==> src/rtl/second_row_enemy_ctrl.sv <==
// Sequential controller for the second-row enemy: owns alive state, position and
// movement phase, and commits the move stage's next position on each move tick.
module second_row_enemy_ctrl #(
    parameter logic [18:0] NONE              = {19{1'b1}},
    parameter logic [8:0]  VERTICAL_POSITION = 9'd108,
    parameter logic [9:0]  START_X           = 10'd100,
    parameter logic [19:0] MOVE_DIV          = 20'd833333,
    parameter logic [7:0]  STEPS_PER_PHASE   = 8'd64
) (
    input  logic        i_Clk,
    input  logic        i_Rst,
    input  logic        i_Start,
    input  logic        i_Hit,
    input  logic [18:0] i_NextPosition,
    output logic        o_EnemyState,
    output logic [18:0] o_EnemyPosition,
    output logic [1:0]  o_PhaseState,
    output logic        o_MoveTick,
    output logic        o_Destroyed
);

    localparam logic [1:0] IDLE   = 2'd0;
    localparam logic [1:0] ACTIVE = 2'd1;
    localparam logic [1:0] DEAD   = 2'd2;

    logic [1:0]  state;
    logic [19:0] divCnt;
    logic [7:0]  stepCnt;
    logic        divWrap;
    logic        stepWrap;
    logic        nextValid;

    assign divWrap   = (divCnt == MOVE_DIV - 20'd1);
    assign stepWrap  = (stepCnt == STEPS_PER_PHASE - 8'd1);
    assign nextValid = (i_NextPosition != NONE);

    // Hit takes priority over a tick on the same edge; a NONE result from the
    // move stage suppresses the commit but the counters keep running.
    always_ff @(posedge i_Clk or posedge i_Rst) begin
        if (i_Rst) begin
            state           <= IDLE;
            divCnt          <= 20'd0;
            stepCnt         <= 8'd0;
            o_EnemyState    <= 1'b0;
            o_EnemyPosition <= NONE;
            o_PhaseState    <= 2'b00;
            o_MoveTick      <= 1'b0;
            o_Destroyed     <= 1'b0;
        end else begin
            o_MoveTick  <= 1'b0;
            o_Destroyed <= 1'b0;
            case (state)
                ACTIVE: begin
                    if (i_Hit) begin
                        state           <= DEAD;
                        divCnt          <= 20'd0;
                        stepCnt         <= 8'd0;
                        o_EnemyState    <= 1'b0;
                        o_EnemyPosition <= NONE;
                        o_PhaseState    <= 2'b00;
                        o_Destroyed     <= 1'b1;
                    end else if (divWrap) begin
                        divCnt     <= 20'd0;
                        o_MoveTick <= 1'b1;
                        if (nextValid) begin
                            o_EnemyPosition <= i_NextPosition;
                        end
                        if (stepWrap) begin
                            stepCnt      <= 8'd0;
                            o_PhaseState <= o_PhaseState + 2'd1;
                        end else begin
                            stepCnt <= stepCnt + 8'd1;
                        end
                    end else begin
                        divCnt <= divCnt + 20'd1;
                    end
                end
                IDLE, DEAD: begin
                    if (i_Start) begin
                        state           <= ACTIVE;
                        divCnt          <= 20'd0;
                        stepCnt         <= 8'd0;
                        o_EnemyState    <= 1'b1;
                        o_EnemyPosition <= {START_X, VERTICAL_POSITION};
                        o_PhaseState    <= 2'b00;
                    end
                end
                default: begin
                    state <= IDLE;
                end
            endcase
        end
    end

endmodule

==> config.mk <==
export PLATFORM = sky130hd
export DESIGN_NAME = second_row_enemy_ctrl
export DESIGN_NICKNAME = d
export VERILOG_FILES = /design/src/rtl/second_row_enemy_ctrl.sv
export SDC_FILE = /design/constraint.sdc
export NUM_CORES = 1
export LEC_CHECK = 0
export ABC_AREA = 1
export BUFFER_PORTS_ARGS = -buffer_cell sky130_fd_sc_hd__clkbuf_2
export CAP_MARGIN = 10
export CELL_PAD_IN_SITES_DETAIL_PLACEMENT = 2
export CELL_PAD_IN_SITES_GLOBAL_PLACEMENT = 2
export CORE_MARGIN = 8
export CORE_UTILIZATION = 32
export DETAILED_ROUTE_END_ITERATION = 10
export PLACE_DENSITY_LB_ADDON = 0.1
export SLEW_MARGIN = 15
export SYNTH_ARGS = -nofsm -noshare
export SYNTH_HDL_FRONTEND = slang
export SYNTH_SLANG_ARGS = --single-unit
==> constraint.sdc <==
create_clock -name i_Clk -period 1.7 [get_ports i_Clk]
set_input_delay 0.085 -clock i_Clk [delete_from_list [all_inputs] [get_ports i_Clk]]
set_output_delay 0.085 -clock i_Clk [all_outputs]
set_load 0.005 [all_outputs]
==> qor.txt, run 1 <==
outcome - complete, no violations
mapped cell area - 0.00313 sq mm
Layout Nets - 534
clock latency on the worst-skew pair - 330 ps
WHS - 98.8 ps
CP startpoint kind - flop
I/O Pins - 47
main combinational cell family by area after synthesis - simple AND/OR/NAND/NOR gates
Seq/Total Area, Yosys - 0.439
combinational cell fraction of total power - 0.346
sw frac - 0.370
Syn Inst Count - 424
Crit. End Element - flop
first-pass GRT wire length - 17,800 microns
Total Wirelength - 11,300 microns
Power Internal - 2600 uW
Worst-path clk slew - 110 ps
Setup Crit Path Kind - reg2reg
I/O Buffers - 46
largest net degree at the start of global routing - 27
number of endpoints failing setup at the final stage - 0
post-synth cell types - 30
max_slew headroom - 0.703
Main synth FF type - dfrtp_1
Post-Syn Nets - 450
Worst Path Max Fanout - 10
worst slew pin tran - 444 ps
Yosys top cell by area - dfrtp_1
PD cells - 1010 mW/mm^2
max-slew violation count - 0
clk buf depth - 2
GRT Overall Usage - 0.170
ys async rst share - 1.00
synth warn - 0
ANT cells - 0
Psw - 1520 uW
Final ANT Viol Nets - 0
top cells by count, synth - 148 x nand2_1, 56 x nor2_1, 35 x dfrtp_1
share of cells above drive strength 1 - 0.322
cell with the most instances after synthesis - nand2_1
die area - 0.0132 sq mm
DRC - 0
initial antenna violation count - 0
via/cell ratio - 5.03
fin worst setup slack - 16.0 ps
vias in the first global route - 3,578
max cap viols - 0
area growth from synthesis to layout - 30.3%
post-synthesis adder-cell area fraction - 0.0120
post-synth top area share - 0.280
fmax - 0.594 GHz
post-route minimum period - 1680 ps
CTS tree - yes
GP Congestion - 0.739
DRT Pass-1 Iters - 4
CTS buffer count - 5
Synth Area in Compound Gates - 0.0328
LEAKAGE - 0.00202 uW
HPWL Detailed - 7840 microns
crit-path most repeated cell - nand3_2
GRT overflow - 0
#FFs+latches synth - 54
Critical Path RT - 1980 ps
starting density of the core - 0.325
Area after DPL - 0.00367 sq mm
Iter 0 DRT Violations - 146
Reg power frac - 0.456
EDFF count, synth - 0
Tcrit/Tclk final - 0.991
critical-path cell list - inv_2 -> ha_4 -> nand3_2 -> nor2_2 -> nand3_2 -> nand2_4 -> buf_6 -> clkbuf_16 -> nand4_1 -> nand2_1
XOR/XNOR Fraction of Synth Area - 0.0224
Worst Hold Class - in2reg
CORE AREA - 0.00964 sq mm
clock sink total - 54
Die Y - 115 microns
H-tree depth - 2
row count - 36
clock root cell - clkbuf_8
Slowest-stage cell, CP - dfrtp_1
Mean Syn Cell Area - 7.38 sq um
Clk pwr share - 0.197
Max VDD drop - 0.000400 V
data arrival time of the worst path - 1960 ps
max incr delay on CP - 440 ps
mux cell area share after synthesis - 0
simple-gate share of the synthesized area - 0.414
RSZ-0062 raised after global routing - true
vias - 3,230
fin util - 0.423
Die W - 115 microns
Setup Skew - 12.2 ps
Routed WL per cell - 17.6 microns
Post-Layout Inst Area - 0.00408 sq mm
Final Hold Fails - 0
dpl ws - -71.5 ps
top post-synthesis cells by area - dfrtp_1 28%, nand2_1 18%, dfstp_2 16%
==> layout make-up <==
cell class,count,area [sq um]
clock inverters,2,12.5
repair buffers,89,659
clock buffers,6,82.6
flip-flops and latches,54,1380
inverters,35,138
repair inverters,1,7.51
fillers,1162,5560
multi-input cells,322,1640
well taps,133,166
==> metrics by stage <==
stage,instances,TNS (ps),total power [uW]
floorplan,424,0,2530
global placement,613,-96.2,3070
detailed placement,613,-1040,3130
CTS,624,0,3990
global route,642,-1970,4420
finish,642,0,4120
==> worst max-delay path, delay by kind of cell (launching register included) <==
kind,cells,cell delay (ps)
flip-flops,1,440
buffers and inverters,3,360
AND/OR/NAND/NOR,6,700
adder cells (fa/ha/maj),1,120
==> logic make-up (layout without fill, tap and decap cells) <==
| logic type | count (synthesis) | after routing |
|---|---|---|
| DFF | 54 | 54 |
| AOI/OAI and AO/OA | 19 | 19 |
| adders and majority gates | 3 | 3 |
| buffers and inverters | 51 | 133 |
| xor gates and xnor gates | 8 | 8 |
| and+or+nand+nor | 289 | 292 |
==> layout by cell type (no fill, tap or decap), types with 2 or more instances in the layout <==
master,instances
o21ai_0,10
clkbuf_8,6
o21ai_1,5
nand2_4,2
xor2_1,7
clkinvlp_4,3
inv_2,6
nand3_1,27
dfstp_2,19
or2_2,10
nand3_2,4
nand3_4,4
a21o_1,2
clkbuf_2,46
nand2_1,141
inv_1,27
clkbuf_16,2
ha_1,2
nor3_1,4
buf_12,5
nor2_1,50
nand4_1,30
nand2_2,8
dlygate4sd3_1,2
nor2_2,8
dfrtp_1,34
buf_4,33
==> worst paths after layout <==
check / startpoint / to / slack (ps) / depth (start not counted)
setup / recovery: divCnt[1]$_DFFE_PP0P_ / o_EnemyPosition[4]$_DFFE_PP1P_ / 20 / 10
hold / removal: i_NextPosition[18] / o_EnemyPosition[18]$_DFFE_PP1P_ / 100 / 5
setup reg to reg: divCnt[1]$_DFFE_PP0P_ / o_EnemyPosition[4]$_DFFE_PP1P_ / 20 / 10
hold reg to reg: o_EnemyPosition[12]$_DFFE_PP1P_ / o_EnemyPosition[12]$_DFFE_PP1P_ / 470 / 2
max in group asynchronous: i_Rst / o_EnemyPosition[9]$_DFFE_PP1P_ / 770 / 4
min in group asynchronous: i_Rst / divCnt[10]$_DFFE_PP0P_ / 300 / 3
==> state kept, by name, indices dropped and copies added (netlist names) <==
| signal | count |
|---|---|
| o_MoveTick | 1 |
| state | 2 |
| stepCnt | 8 |
| o_EnemyPosition | 19 |
| o_PhaseState | 2 |
| o_EnemyState | 1 |
| divCnt | 20 |
| o_Destroyed | 1 |
==> power by group through the flow <==
stage	combinational, uW	clock [uW]	sequential (uW)
final	1430	814	1880
after global routing	1600	901	1910
after CTS	1280	833	1880
after detailed placement	1240	0	1890
after global placement	1190	0	1880
after floorplan	660	0	1870
==> what timing repair did <==
| item | CTS | global route |
|---|---|---|
| hold buffers | 2 | 0 |
| endpoints found under the hold margin | 12 | 0 |
| gates cloned | 1 | 5 |
| pin swaps | 0 | 5 |
| setup buffers | 0 | 13 |
| resized for setup | 5 | 26 |
| endpoints found under the setup margin | 33 | 40 |
==> layer usage <==
| metal | share of wire | vias to the layer above | global-route usage |
|---|---|---|---|
| met5 | 0 | - | 0 |
| met4 | 0.012 | 0 | 0.0429 |
| met2 | 0.54 | 38 | 0.315 |
| met1 | 0.43 | 1649 | 0.197 |
| met3 | 0.020 | 12 | 0.0289 |
| li1 | - | 1531 | - |
Power figures use the tool's default switching activity.
==> inputs of run 2 (changes only) <==
ABC_AREA = unset   (was 1)
CORE_UTILIZATION = 35   (was 32)
==> qor.txt, run 2 <==
Setup Crit Path Kind - reg2reg (unchanged)
vias in the first global route - 3,032 (was 3,578)
CTS tree - yes (unchanged)
data arrival time of the worst path - 2300 ps (was 1960 ps)
max incr delay on CP - 380 ps (was 440 ps)
Worst Path Max Fanout - 9 (was 10)
CP startpoint - divCnt[13]$_DFFE_PP0P_ (was divCnt[1]$_DFFE_PP0P_)
hold path start - i_NextPosition[5] (was i_NextPosition[18])
die area - 0.0117 sq mm (was 0.0132 sq mm)
ANT cells - 0 (unchanged)
fin worst setup slack - -354 ps (was 16.0 ps)
GP Congestion - 0.770 (was 0.739)
DRT Pass-1 Iters - 4 (unchanged)
top post-synthesis cells by area - dfrtp_1 30%, dfstp_2 17%, mux2i_1 7.1% (was dfrtp_1 28%, nand2_1 18%, dfstp_2 16%)
Mean Syn Cell Area - 9.66 sq um (was 7.38 sq um)
RSZ-0062 raised after global routing - true (unchanged)
initial antenna violation count - 0 (unchanged)
Setup Skew - 17.8 ps (was 12.2 ps)
commonest cells after routing, fill and taps aside - 47 x buf_4, 46 x clkbuf_2, 34 x dfrtp_1 (was 141 x nand2_1, 50 x nor2_1, 46 x clkbuf_2)
Iter 0 DRT Violations - 56 (was 146)
Yosys top cell by area - dfrtp_1 (unchanged)
main combinational cell family by area after synthesis - simple AND/OR/NAND/NOR gates (unchanged)
cell with the most instances after synthesis - dfrtp_1 (was nand2_1)
clk buf depth - 2 (unchanged)
max_slew headroom - 0.560 (was 0.703)
I/O Pins - 47 (unchanged)
fin util - 0.513 (was 0.423)
clock latency on the worst-skew pair - 330 ps (about the same)
GRT Overall Usage - 0.173 (was 0.170)
XOR/XNOR Fraction of Synth Area - 0.0177 (was 0.0224)
Worst-path clk slew - 120 ps (was 110 ps)
Top Family by Delay on Critical Path - simple AND/OR/NAND/NOR gates (unchanged)
H-tree depth - 2 (unchanged)
max cap viols - 0 (unchanged)
GRT overflow - 0 (unchanged)
LEAKAGE - 0.00194 uW (was 0.00202 uW)
vias - 2,889 (was 3,230)
mux cell area share after synthesis - 0.0784 (was 0)
final non-filler cell total - 512 (was 642)
mapped cell area - 0.00297 sq mm (was 0.00313 sq mm)
total power - 4010 uW (was 4120 uW)
Buf/Inv on CP - 3 (unchanged)
share of cells above drive strength 1 - 0.467 (was 0.322)
max-slew violation count - 0 (unchanged)
Max VDD drop - 0.000380 V (was 0.000400 V)
commonest non-fill, non-tap cell in the layout - buf_4 (was nand2_1)
Final Hold Fails - 0 (unchanged)
Layout Nets - 432 (was 534)
post-synthesis adder-cell area fraction - 0.0127 (was 0.0120)
Post-Syn Nets - 333 (was 450)
synth warn - 0 (unchanged)
EDFF count, synth - 0 (unchanged)
Seq/Total Area, Yosys - 0.464 (was 0.439)
PD cells - 952 mW/mm^2 (was 1010 mW/mm^2)
failing checks - setup timing
Routed WL per cell - 23.9 microns (was 17.6 microns)
post-synth top area share - 0.295 (was 0.280)
DRC - 0 (unchanged)
Main synth FF type - dfrtp_1 (unchanged)
fmax - 0.487 GHz (was 0.594 GHz)
Crit. End Element - flop (unchanged)
area growth from synthesis to layout - 42.0% (was 30.3%)
number of placed instances with taps included - 491 (was 613)
starting density of the core - 0.361 (was 0.325)
row count - 33 (was 36)
first-pass GRT wire length - 15,900 microns (was 17,800 microns)
Final ANT Viol Nets - 0 (unchanged)
Syn Inst Count - 307 (was 424)
Die W - 108 microns (was 115 microns)
Critical Path RT - 1950 ps (was 1980 ps)
CP startpoint kind - flop (unchanged)
Most flops, register - divCnt (unchanged)
Slowest-stage cell, CP - dfrtp_1 (unchanged)
ys async rst share - 1.00 (unchanged)
Tcrit/Tclk final - 1.21 (was 0.991)
post-synth cell types - 53 (was 30)
post-route minimum period - 2050 ps (was 1680 ps)
Synth Area in Compound Gates - 0.154 (was 0.0328)
number of endpoints failing setup at the final stage - 50 (was 0)
WHS - 25.0 ps (was 98.8 ps)
simple-gate share of the synthesized area - 0.199 (was 0.414)
largest net degree at the start of global routing - 55 (was 27)
# fillers - 865 (was 1,162)
outcome - finished, violations left (was complete, no violations)
CTS buffer count - 5 (unchanged)
worst slew pin tran - 659 ps (was 444 ps)
Total Wirelength - 12,200 microns (was 11,300 microns)
#FFs+latches synth - 54 (unchanged)
clock root cell - clkbuf_8 (unchanged)
I/O Buffers - 46 (unchanged)
top cells by count, synth - 35 x dfrtp_1, 31 x inv_1, 28 x nand2_1 (was 148 x nand2_1, 56 x nor2_1, 35 x dfrtp_1)
Worst Hold Class - in2reg (unchanged)
Largest regs - divCnt x20, o_EnemyPosition x19, stepCnt x8 (unchanged)
clock sink total - 54 (unchanged)
via/cell ratio - 5.64 (was 5.03)
reg2reg start - divCnt[13]$_DFFE_PP0P_ (was divCnt[1]$_DFFE_PP0P_)
CORE AREA - 0.00822 sq mm (was 0.00964 sq mm)
max reg flops - 20 (unchanged)
critical-path cell list - nand4_1 -> nor4_2 -> buf_4 -> nand4_2 -> a22oi_2 -> buf_6 -> clkbuf_16 -> mux2i_1 (was inv_2 -> ha_4 -> nand3_2 -> nor2_2 -> nand3_2 -> nand2_4 -> buf_6 -> clkbuf_16 -> nand4_1 -> nand2_1)
HPWL Detailed - 7450 microns (was 7840 microns)
Die Y - 108 microns (was 115 microns)
==> run 2: changes by cell type after synthesis, sizes merged, moves of 10 or more <==
cell,delta
mux2i,+21
a31oi,+10
nand4,-16
a21oi,+11
nor2,-39
nand2,-124
or2,-10
nand3,-23
==> run 2: metal layers <==
metal / vias to the layer above / track usage / share of wire
li1: 1290 / - / -
met1: 1507 / 0.220 / 0.42
met2: 74 / 0.300 / 0.51
met3: 18 / 0.0315 / 0.047
met4: 0 / 0.0297 / 0.017
met5: - / 0 / 0
==> run 2: timing repair <==
action | 4_1_cts | 5_1_grt
setup endpoints to repair | 49 | 49
hold endpoints to repair | 35 | 0
hold buffers | 1 | 0
gates resized for setup | 28 | 39
gates cloned | 0 | 5
buffers inserted | 4 | 5
pin swaps | 18 | 21
==> run 2: power by group <==
part	switching (uW)	internal, uW	leakage, uW	total [uW]
Clock	493	292	0.0000441	784
Combinational	800	697	0.00122	1500
Sequential	140	1590	0.000676	1730
Total	1430	2580	0.00194	4010
==> run 2: worst register-to-register path, cell delays in order, from the launching register on <==
cell and delay, ps:
dfrtp_1 380, nand4_1 140, nor4_2 370, buf_4 200, nand4_2 130, a22oi_2 200, buf_6 160, clkbuf_16 170
mux2i_1 210
==> run 2: per-stage QoR <==
stage | TNS, ps | setup slack, ps | instance area, sq um
CTS | -6300 | -242 | 3880
floorplan | -1250 | -117 | 2990
finish | -10430 | -354 | 4210
detailed placement | -7070 | -251 | 3640
global route | -14140 | -423 | 4210
global placement | -3760 | -169 | 3640
==> run 2: kinds of logic (layout without fill, tap and decap cells) <==
| logic type | Yosys count | after routing |
|---|---|---|
| AOI/OAI and AO/OA | 66 | 66 |
| xor gates and xnor gates | 6 | 6 |
| adders and majority gates | 3 | 3 |
| buffers and inverters | 48 | 148 |
| DFF | 54 | 54 |
| muxes | 23 | 23 |
| and+or+nand+nor | 107 | 107 |
==> run 2: path summary, 6_finish.rpt <==
kind                       slack [ps]                               to  cells past startpoint
max reg2reg                      -350   o_EnemyPosition[7]$_DFFE_PP1P_                      8
min reg2reg                       470   o_EnemyPosition[5]$_DFFE_PP1P_                      2
min                                30   o_EnemyPosition[5]$_DFFE_PP1P_                      3
min in group asynchronous         330           divCnt[10]$_DFFE_PP0P_                      4
max in group asynchronous        1060  o_EnemyPosition[18]$_DFFE_PP1P_                      4
max                              -350   o_EnemyPosition[7]$_DFFE_PP1P_                      8
==> run 2: final cells by class <==
cell class / instances / area (sq um) / share of cell area
clock inverter: 3 / 21.3 / 0.00505
tap: 105 / 131 / 0.0312
timing repair buffer: 109 / 847 / 0.201
clock buffer: 5 / 68.8 / 0.0163
multi-input combinational: 205 / 1650 / 0.392
inverter: 31 / 116 / 0.0276
sequential: 54 / 1380 / 0.327
